===== src/rtl/sent_rx_store_arbiter_pkg.sv =====
// Shared constants for the SENT receive store arbiter: FIFO tags, slow completion codes, FSM states.
// Optional round-robin grant is selected by the SENT_RX_ARB_RR_EN macro in the top module.
package sent_rx_pkg;

    localparam int FAST_DEPTH_DEF = 4;

    localparam logic [1:0] TAG_FAST = 2'b01;
    localparam logic [1:0] TAG_SHDR = 2'b10;
    localparam logic [1:0] TAG_SDAT = 2'b11;

    localparam logic [2:0] SLOW_SHORT = 3'b100;
    localparam logic [2:0] SLOW_ENH   = 3'b101;

    typedef enum logic [1:0] {
        ST_IDLE    = 2'd0,
        ST_WR_FAST = 2'd1,
        ST_WR_SHDR = 2'd2,
        ST_WR_SDAT = 2'd3
    } arb_state_t;

    typedef struct packed {
        logic [7:0]  id;
        logic [15:0] data;
        logic        fmt;
    } slow_msg_t;

    function automatic logic is_slow_code(input logic [2:0] code);
        return (code == SLOW_SHORT) || (code == SLOW_ENH);
    endfunction

endpackage


===== src/rtl/sent_rx_store_arbiter_fast_buf.sv =====
// Circular buffer for fast-channel words; push visible to the reader the cycle after it is accepted.
// A push into a full buffer is accepted only when a pop happens in the same cycle, otherwise it is flagged as a drop.
module sent_rx_fast_buf
    import sent_rx_pkg::*;
#(
    parameter int DEPTH = FAST_DEPTH_DEF,
    parameter int W     = 12
) (
    input  logic         clk_rx,
    input  logic         reset_rx,
    input  logic         push,
    input  logic [W-1:0] push_data,
    input  logic         pop,
    output logic [W-1:0] pop_data,
    output logic         full,
    output logic         empty,
    output logic         drop
);

    localparam int AW = $clog2(DEPTH);

    logic [W-1:0] mem [DEPTH];
    logic [AW:0]  wr_ptr;
    logic [AW:0]  rd_ptr;
    logic         do_push;
    logic         do_pop;

    // Extra pointer MSB separates the full and empty cases when the index bits match.
    assign empty    = (wr_ptr == rd_ptr);
    assign full     = (wr_ptr[AW] != rd_ptr[AW]) && (wr_ptr[AW-1:0] == rd_ptr[AW-1:0]);
    assign do_pop   = pop && !empty;
    assign do_push  = push && (!full || do_pop);
    assign drop     = push && !do_push;
    assign pop_data = mem[rd_ptr[AW-1:0]];

    always_ff @(posedge clk_rx) begin
        if (reset_rx) begin
            wr_ptr <= '0;
            rd_ptr <= '0;
            for (int i = 0; i < DEPTH; i++) begin
                mem[i] <= '0;
            end
        end else begin
            if (do_push) begin
                mem[wr_ptr[AW-1:0]] <= push_data;
                wr_ptr              <= wr_ptr + {{AW{1'b0}}, 1'b1};
            end
            if (do_pop) begin
                rd_ptr <= rd_ptr + {{AW{1'b0}}, 1'b1};
            end
        end
    end

endmodule


===== src/rtl/sent_rx_store_arbiter.sv =====
// Merges fast words and slow messages into one store FIFO; slow header/data pairs are written back to back.
// Define SENT_RX_ARB_RR_EN for round-robin grant; otherwise fast words have fixed priority over slow messages.
module sent_rx_store_arbiter
    import sent_rx_pkg::*;
#(
    parameter int FAST_DEPTH = FAST_DEPTH_DEF,
    parameter int DROP_W     = 8
) (
    input  logic              clk_rx,
    input  logic              reset_rx,
    input  logic              fast_we,
    input  logic [11:0]       fast_data,
    input  logic [2:0]        slow_done,
    input  logic [7:0]        slow_id,
    input  logic [15:0]       slow_data,
    input  logic              fifo_full,
    output logic              fifo_wr,
    output logic [17:0]       fifo_wdata,
    output logic [DROP_W-1:0] fast_drop_cnt,
    output logic [DROP_W-1:0] slow_drop_cnt,
    output logic              busy
);

    arb_state_t  state;
    logic [2:0]  slow_done_q;
    logic        slow_new;
    logic        slow_vld;
    slow_msg_t   slow_msg;

    logic        fast_pop;
    logic [11:0] fast_rd_data;
    logic        fast_full;
    logic        fast_empty;
    logic        fast_drop;

    logic        grant_fast;
    logic        grant_slow;

`ifdef SENT_RX_ARB_RR_EN
    logic        last_fast;
`endif

    sent_rx_fast_buf #(
        .DEPTH (FAST_DEPTH),
        .W     (12)
    ) u_fast_buf (
        .clk_rx    (clk_rx),
        .reset_rx  (reset_rx),
        .push      (fast_we),
        .push_data (fast_data),
        .pop       (fast_pop),
        .pop_data  (fast_rd_data),
        .full      (fast_full),
        .empty     (fast_empty),
        .drop      (fast_drop)
    );

    // Only an edge into a valid completion code counts; a held code is one message.
    assign slow_new = is_slow_code(slow_done) && (slow_done != slow_done_q);
    assign fast_pop = (state == ST_WR_FAST) && !fifo_full;
    assign busy     = !fast_empty || slow_vld || (state != ST_IDLE);

`ifdef SENT_RX_ARB_RR_EN
    assign grant_slow = slow_vld && (fast_empty || last_fast);
`else
    assign grant_slow = slow_vld && fast_empty;
`endif
    assign grant_fast = !fast_empty && !grant_slow;

    always_ff @(posedge clk_rx) begin
        if (reset_rx) begin
            state         <= ST_IDLE;
            slow_done_q   <= 3'b000;
            slow_vld      <= 1'b0;
            slow_msg      <= '0;
            fifo_wr       <= 1'b0;
            fifo_wdata    <= '0;
            fast_drop_cnt <= '0;
            slow_drop_cnt <= '0;
`ifdef SENT_RX_ARB_RR_EN
            last_fast     <= 1'b0;
`endif
        end else begin
            slow_done_q <= slow_done;
            fifo_wr     <= 1'b0;

            if (fast_drop && (fast_drop_cnt != {DROP_W{1'b1}})) begin
                fast_drop_cnt <= fast_drop_cnt + 1'b1;
            end

            // The holding register is never loaded and freed in the same cycle, so occupancy alone decides.
            if (slow_new) begin
                if (slow_vld) begin
                    if (slow_drop_cnt != {DROP_W{1'b1}}) begin
                        slow_drop_cnt <= slow_drop_cnt + 1'b1;
                    end
                end else begin
                    slow_vld      <= 1'b1;
                    slow_msg.id   <= slow_id;
                    slow_msg.data <= slow_data;
                    slow_msg.fmt  <= slow_done[0];
                end
            end

            case (state)
                ST_IDLE: begin
                    if (grant_fast) begin
                        state <= ST_WR_FAST;
`ifdef SENT_RX_ARB_RR_EN
                        last_fast <= 1'b1;
`endif
                    end else if (grant_slow) begin
                        state <= ST_WR_SHDR;
`ifdef SENT_RX_ARB_RR_EN
                        last_fast <= 1'b0;
`endif
                    end
                end
                ST_WR_FAST: begin
                    if (!fifo_full) begin
                        fifo_wr    <= 1'b1;
                        fifo_wdata <= {TAG_FAST, 4'h0, fast_rd_data};
                        state      <= ST_IDLE;
                    end
                end
                ST_WR_SHDR: begin
                    if (!fifo_full) begin
                        fifo_wr    <= 1'b1;
                        fifo_wdata <= {TAG_SHDR, slow_msg.fmt, 7'b0, slow_msg.id};
                        state      <= ST_WR_SDAT;
                    end
                end
                ST_WR_SDAT: begin
                    if (!fifo_full) begin
                        fifo_wr    <= 1'b1;
                        fifo_wdata <= {TAG_SDAT, slow_msg.data};
                        slow_vld   <= 1'b0;
                        state      <= ST_IDLE;
                    end
                end
                default: state <= ST_IDLE;
            endcase
        end
    end

endmodule


===== config.mk =====
export PLATFORM = sky130hd
export DESIGN_NAME = sent_rx_store_arbiter
export DESIGN_NICKNAME = d
export VERILOG_FILES = /design/src/rtl/sent_rx_store_arbiter_pkg.sv /design/src/rtl/sent_rx_store_arbiter_fast_buf.sv /design/src/rtl/sent_rx_store_arbiter.sv
export SDC_FILE = /design/constraint.sdc
export NUM_CORES = 1
export LEC_CHECK = 0
export CORE_ASPECT_RATIO = 1.4
export CORE_MARGIN = 4
export CORE_UTILIZATION = 45
export CTS_BUF_LIST = sky130_fd_sc_hd__clkbuf_2 sky130_fd_sc_hd__clkbuf_4 sky130_fd_sc_hd__clkbuf_8
export DETAILED_ROUTE_END_ITERATION = 8
export GPL_ROUTABILITY_DRIVEN = 0
export PLACE_DENSITY_LB_ADDON = 0.12
export SETUP_SLACK_MARGIN = 0.2
export SYNTH_ARGS = -nofsm -noshare
export SYNTH_HDL_FRONTEND = slang
export SYNTH_HIERARCHICAL = 1
export SYNTH_SLANG_ARGS = --single-unit

===== constraint.sdc =====
create_clock -name clk_rx -period 6.3 [get_ports clk_rx]
set_input_delay 0.63 -clock clk_rx [delete_from_list [all_inputs] [get_ports clk_rx]]
set_output_delay 0.63 -clock clk_rx [all_outputs]
set_load 0.05 [all_outputs]

==> results of run 1 <==
## sequential cells by signal, indices dropped and copies added (netlist names), named ones only
signal,cells
fast_drop_cnt,8
fifo_wdata,18
fifo_wr,1
slow_done_q,3
slow_drop_cnt,8
slow_msg,25
slow_vld,1
state,2
u_fast_buf/mem,48
u_fast_buf/rd_ptr,3
u_fast_buf/wr_ptr,3
## final timing paths
kind	start	slack, ns	endpoint
min reg2reg	slow_msg[7]	0.46	slow_msg[7]
min	slow_msg[7]	0.46	slow_msg[7]
max reg2reg	state[0]	3.01	u_fast_buf/mem[2][7]
max	fifo_full	2.87	u_fast_buf/mem[2][7]
## stage by stage
| stage | instance area, um^2 | std cells | hold slack (ns) | util (%) |
|---|---|---|---|---|
| final | 6563 | 756 | 0.4562 | 55.80 |
| after CTS | 6563 | 756 | 0.4565 | 55.80 |
| after floorplan | 5390 | 529 | 0.4357 | - |
| after detailed placement | 6202 | 724 | 0.4467 | 52.73 |
| after global placement | 6202 | 724 | 0.4429 | 52.73 |
| after global routing | 6563 | 756 | 0.4728 | 55.80 |
## critical path, stage by stage
cell             delay (ns)
clkdlybuf4s50_1        0.85
nand2b_1               0.27
nor2_1                 0.17
o41ai_4                0.94
o21bai_1               0.59
## metal layers
| metal | part of all wire [%] | track usage [%] | vias to the layer above |
|---|---|---|---|
| met3 | 5.8 | 4.306 | 13 |
| met4 | 1.3 | 5.993 | 0 |
| met1 | 43 | 22.94 | 1934 |
| met5 | 0 | 0 | - |
| li1 | - | - | 2021 |
| met2 | 50 | 29.20 | 118 |
## cell type report
type | instances | area [um^2] | share of cell area, %
sequential | 122 | 2923 | 44.54
timing repair buffer | 81 | 798.3 | 12.16
inverter | 23 | 86.33 | 1.316
tap | 147 | 183.9 | 2.803
clock inverter | 15 | 126.4 | 1.926
clock buffer | 17 | 234.0 | 3.565
multi-input combinational | 351 | 2211 | 33.69
## power groups by stage
stage	logic [mW]	clock network (mW)	registers (mW)
after global placement	0.318	0	0.944
after floorplan	0.195	0	0.964
final	0.322	0.630	0.929
after global routing	0.349	0.689	0.936
after CTS	0.324	0.646	0.928
after detailed placement	0.323	0	0.946
==> impl_metrics.toml, run 1 <==
[outcome]
status = "completed"

[layout]
final_cell_mix = "clkdlybuf4s50_1, dfxtp_1, nand2_1"
drive_above_1_share_pct = 9.852
final_common_cell = "clkdlybuf4s50_1"
diodes = 0
fillCellCount = 1073
area_delta_synth_final_pct = 21.75
nets = 643

[critical_path]
critPathKind = "input pin to flip-flop"
endpoint_kind = "flip-flop"
crit_fanout = 18
critPathRequiredTime_ns = 6.33
cp.arrival_ns = 3.45
r2r_cells = 4
start_kind = "input pin"

[grt]
grt_pass1_vias = 3908
grt_start_max_net_pins = 87
overflow = 0
track_usage_pct = 17.76
grt_pass1_wl_um = 19350
grt_antenna_before_repair = 0

[sta]
tns_ns = 0
rsz0062_at_grt = "false"
fmax_mhz = 291.7
setup_slack_ns = 2.872
relSlewSlack_pct = 25.97
drv_slew = 0
fin_skew_ns = 0.01034
period_share_pct = 54.41
setup_viol = 0
hold_viol = 0
min_period_ns = 3.428
tightest_slew_ns = 1.108

[power]
peakVddDrop_mv = 0.1659
seq_power_share_pct = 49.4
p_per_area_nw_per_um2 = 286.5
netSwitchingFraction_pct = 30.04
p_sw_mw = 0.5648
p_int_mw = 1.315
leakagePower_nw = 2.291
clockPowerShare_pct = 33.5
power_mw = 1.880
combPwrFrac_pct = 17.1

[yosys]
synth_cells = 529
yosysWarnings = 6
synth_area_per_cell_um2 = 10.19
syn_nets = 576
syn_area_um2 = 5390

[clock_tree]
h-tree-depth = 4
cts_max_path_buffers = 2
hold_buffers = 0
cts_buffers = 17
clkSlewWorstSetupHoldPaths_ns = 0.07
clock-sinks = 122
tritoncts = "yes"
clock-root-buffer = "clkbuf_8"
post_cts_resized = 0
insertion_delay_ns = 0.43
cts_setup_buffers = 0

[detailed_routing]
first_pass_iters = 6
vias_per_cell = 5.405
ant_nets = 0
wl_per_cell_um = 15.69
num_vias = 4086
drt_iter0_markers = 191
drc = 0
drt-total-wl_um = 11860

[worst_hold_path]
min-delay-path-class = "flip-flop to flip-flop"
min_path_cells = 2

[floorplan]
core-area_um2 = 11760
initial_utilization_pct = 45.83
die_w_um = 100.5
chipHeight_um = 137.5
dieArea_um2 = 13820
ios = 79
rows = 47

[placement]
preCtsSetupSlack_ns = 2.450
dp_hpwl_um = 8365
io_buffer_count = 78

[job]
maxCapViolCount = 0
Note: power is estimated with default switching activity, not from simulation.
==> run 2: changes to the inputs <==
==> constraint.sdc (replaced) <==
create_clock -name clk_rx -period 2.8 [get_ports clk_rx]
set_input_delay 0.28 -clock clk_rx [delete_from_list [all_inputs] [get_ports clk_rx]]
set_output_delay 0.28 -clock clk_rx [all_outputs]
set_load 0.05 [all_outputs]
==> impl_metrics.toml, run 2 (synthesized netlist as in run 1, its figures left out) <==
[placement]
io_buffer_count = 78
dp_hpwl_um = 8196
preCtsSetupSlack_ns = 0.06652
placed_cell_area_um2 = 6292

[floorplan]
dieArea_um2 = 13820
die_w_um = 100.5
chipHeight_um = 137.5
ios = 79
rows = 47
initial_utilization_pct = 45.83
core-area_um2 = 11760

[detailed_routing]
first_pass_iters = 5
drt_iter0_markers = 200
ant_nets = 0
met1_length_um = 5314
wl_per_cell_um = 15.76
highest_layer = "met4"
num_vias = 4134
wl_met3_um = 664
drc = 0
wl_met2_um = 6020
vias_per_cell = 5.383
drt-total-wl_um = 12100

[critical_path]
crit_fanout = 12
cp.arrival_ns = 2.44
cp_slowest_cell = "o21bai_1"
critPathKind = "flip-flop to flip-flop"
critPathRequiredTime_ns = 2.84
cp_cell_sequence = "xor2_1 -> o41ai_4 -> o21bai_1"
cp_slowest_stage_delay_ns = 0.98
start_kind = "flip-flop"
endpoint_kind = "flip-flop"

[sta]
hold_viol = 0
fin_skew_ns = 0.01457
hold_slack_ns = 0.3990
period_share_pct = 85.67
setup_slack_ns = 0.4012
rsz0062_at_grt = "false"
setup_viol = 0
relSlewSlack_pct = 16.84
min_period_ns = 2.399
tns_ns = 0
tightest_slew_ns = 1.245
drv_slew = 0
fmax_mhz = 416.9

[grt]
grt_start_max_net_pins = 82
overflow = 0
grt_antenna_before_repair = 0
grt_pass1_vias = 4059
grt_pass1_wl_um = 19750
track_usage_pct = 18.11

[job]
maxCapViolCount = 0

[power]
clockPowerShare_pct = 37.8
leakagePower_nw = 2.403
netSwitchingFraction_pct = 28.27
peakVddDrop_mv = 0.3724
seq_power_share_pct = 44.5
combPwrFrac_pct = 17.7
p_per_area_nw_per_um2 = 678.0
p_sw_mw = 1.292
p_int_mw = 3.278

[layout]
area_delta_synth_final_pct = 25.05
drive_above_1_share_pct = 12.08
design_area_um2 = 6740
largest-register = "u_fast_buf/mem"
nets = 655
final_cell_mix = "clkdlybuf4s50_1, dfxtp_1, nand2_1"
fin_util_pct = 57.31
diodes = 0
final_common_cell = "clkdlybuf4s50_1"
reg_top3 = "u_fast_buf/mem (48), slow_msg (25), fifo_wdata (18)"
largest_reg_flops = 48

[clock_tree]
clock-sinks = 122
clkSlewWorstSetupHoldPaths_ns = 0.07
cts_setup_buffers = 0
clock-root-buffer = "clkbuf_8"
insertion_delay_ns = 0.43
h-tree-depth = 4
cts_max_path_buffers = 2
tritoncts = "yes"
cts_buffers = 17

[outcome]
status = "completed"

[worst_hold_path]
min-delay-path-class = "input pin to flip-flop"
-- run 2: final cells by class --
class,instances,area [um^2]
inverters,23,86.33
well taps,147,183.9
clock inverters,13,188.9
flip-flops and latches,122,2923
multi-input cells,351,2218
clock buffers,19,249.0
fillers,1056,5021
repair buffers,93,890.9
-- run 2: layer usage --
metal	vias to the layer above	track usage, %
li1	2048	-
met1	1961	22.87
met2	115	30.57
met3	10	4.813
met4	0	5.094
met5	-	0
-- run 2: worst paths after layout --
kind | start | end | slack, ns | cells past startpoint
setup / recovery | u_fast_buf/wr_ptr[0] | u_fast_buf/mem[2][0] | 0.40 | 3
hold / removal | slow_data[10] | slow_msg[11] | 0.40 | 3
setup reg to reg | u_fast_buf/wr_ptr[0] | u_fast_buf/mem[2][0] | 0.40 | 3
hold reg to reg | slow_msg[18] | slow_msg[18] | 0.46 | 2
-- run 2: what timing repair did --
item                                    in CTS  in global routing
resized for setup                            1                  1
hold endpoints to repair                     0                  0
pin swaps                                    0                  0
endpoints found under the setup margin       1                  1
hold buffers                                 0                  0
-- run 2: metrics by stage --
step / power, mW / std cells
after floorplan: 2.609 / 529
after global routing: 4.764 / 768
after detailed placement: 2.882 / 736
after CTS: 4.619 / 768
final: 4.570 / 768
after global placement: 2.867 / 736
-- run 2: power groups by stage --
stage | Clock, mW | Combinational [mW] | Sequential [mW]
floorplan | 0 | 0.440 | 2.17
CTS | 1.77 | 0.816 | 2.03
finish | 1.73 | 0.808 | 2.03
global route | 1.84 | 0.880 | 2.04
global placement | 0 | 0.799 | 2.07
detailed placement | 0 | 0.810 | 2.07
-- run 2: critical path, delay by kind of cell (launching register included) --
kind	cells	cell delay (ns)
XOR/XNOR	1	0.37
flip-flops	1	0.52
AO/OA/AOI/OAI	2	1.12
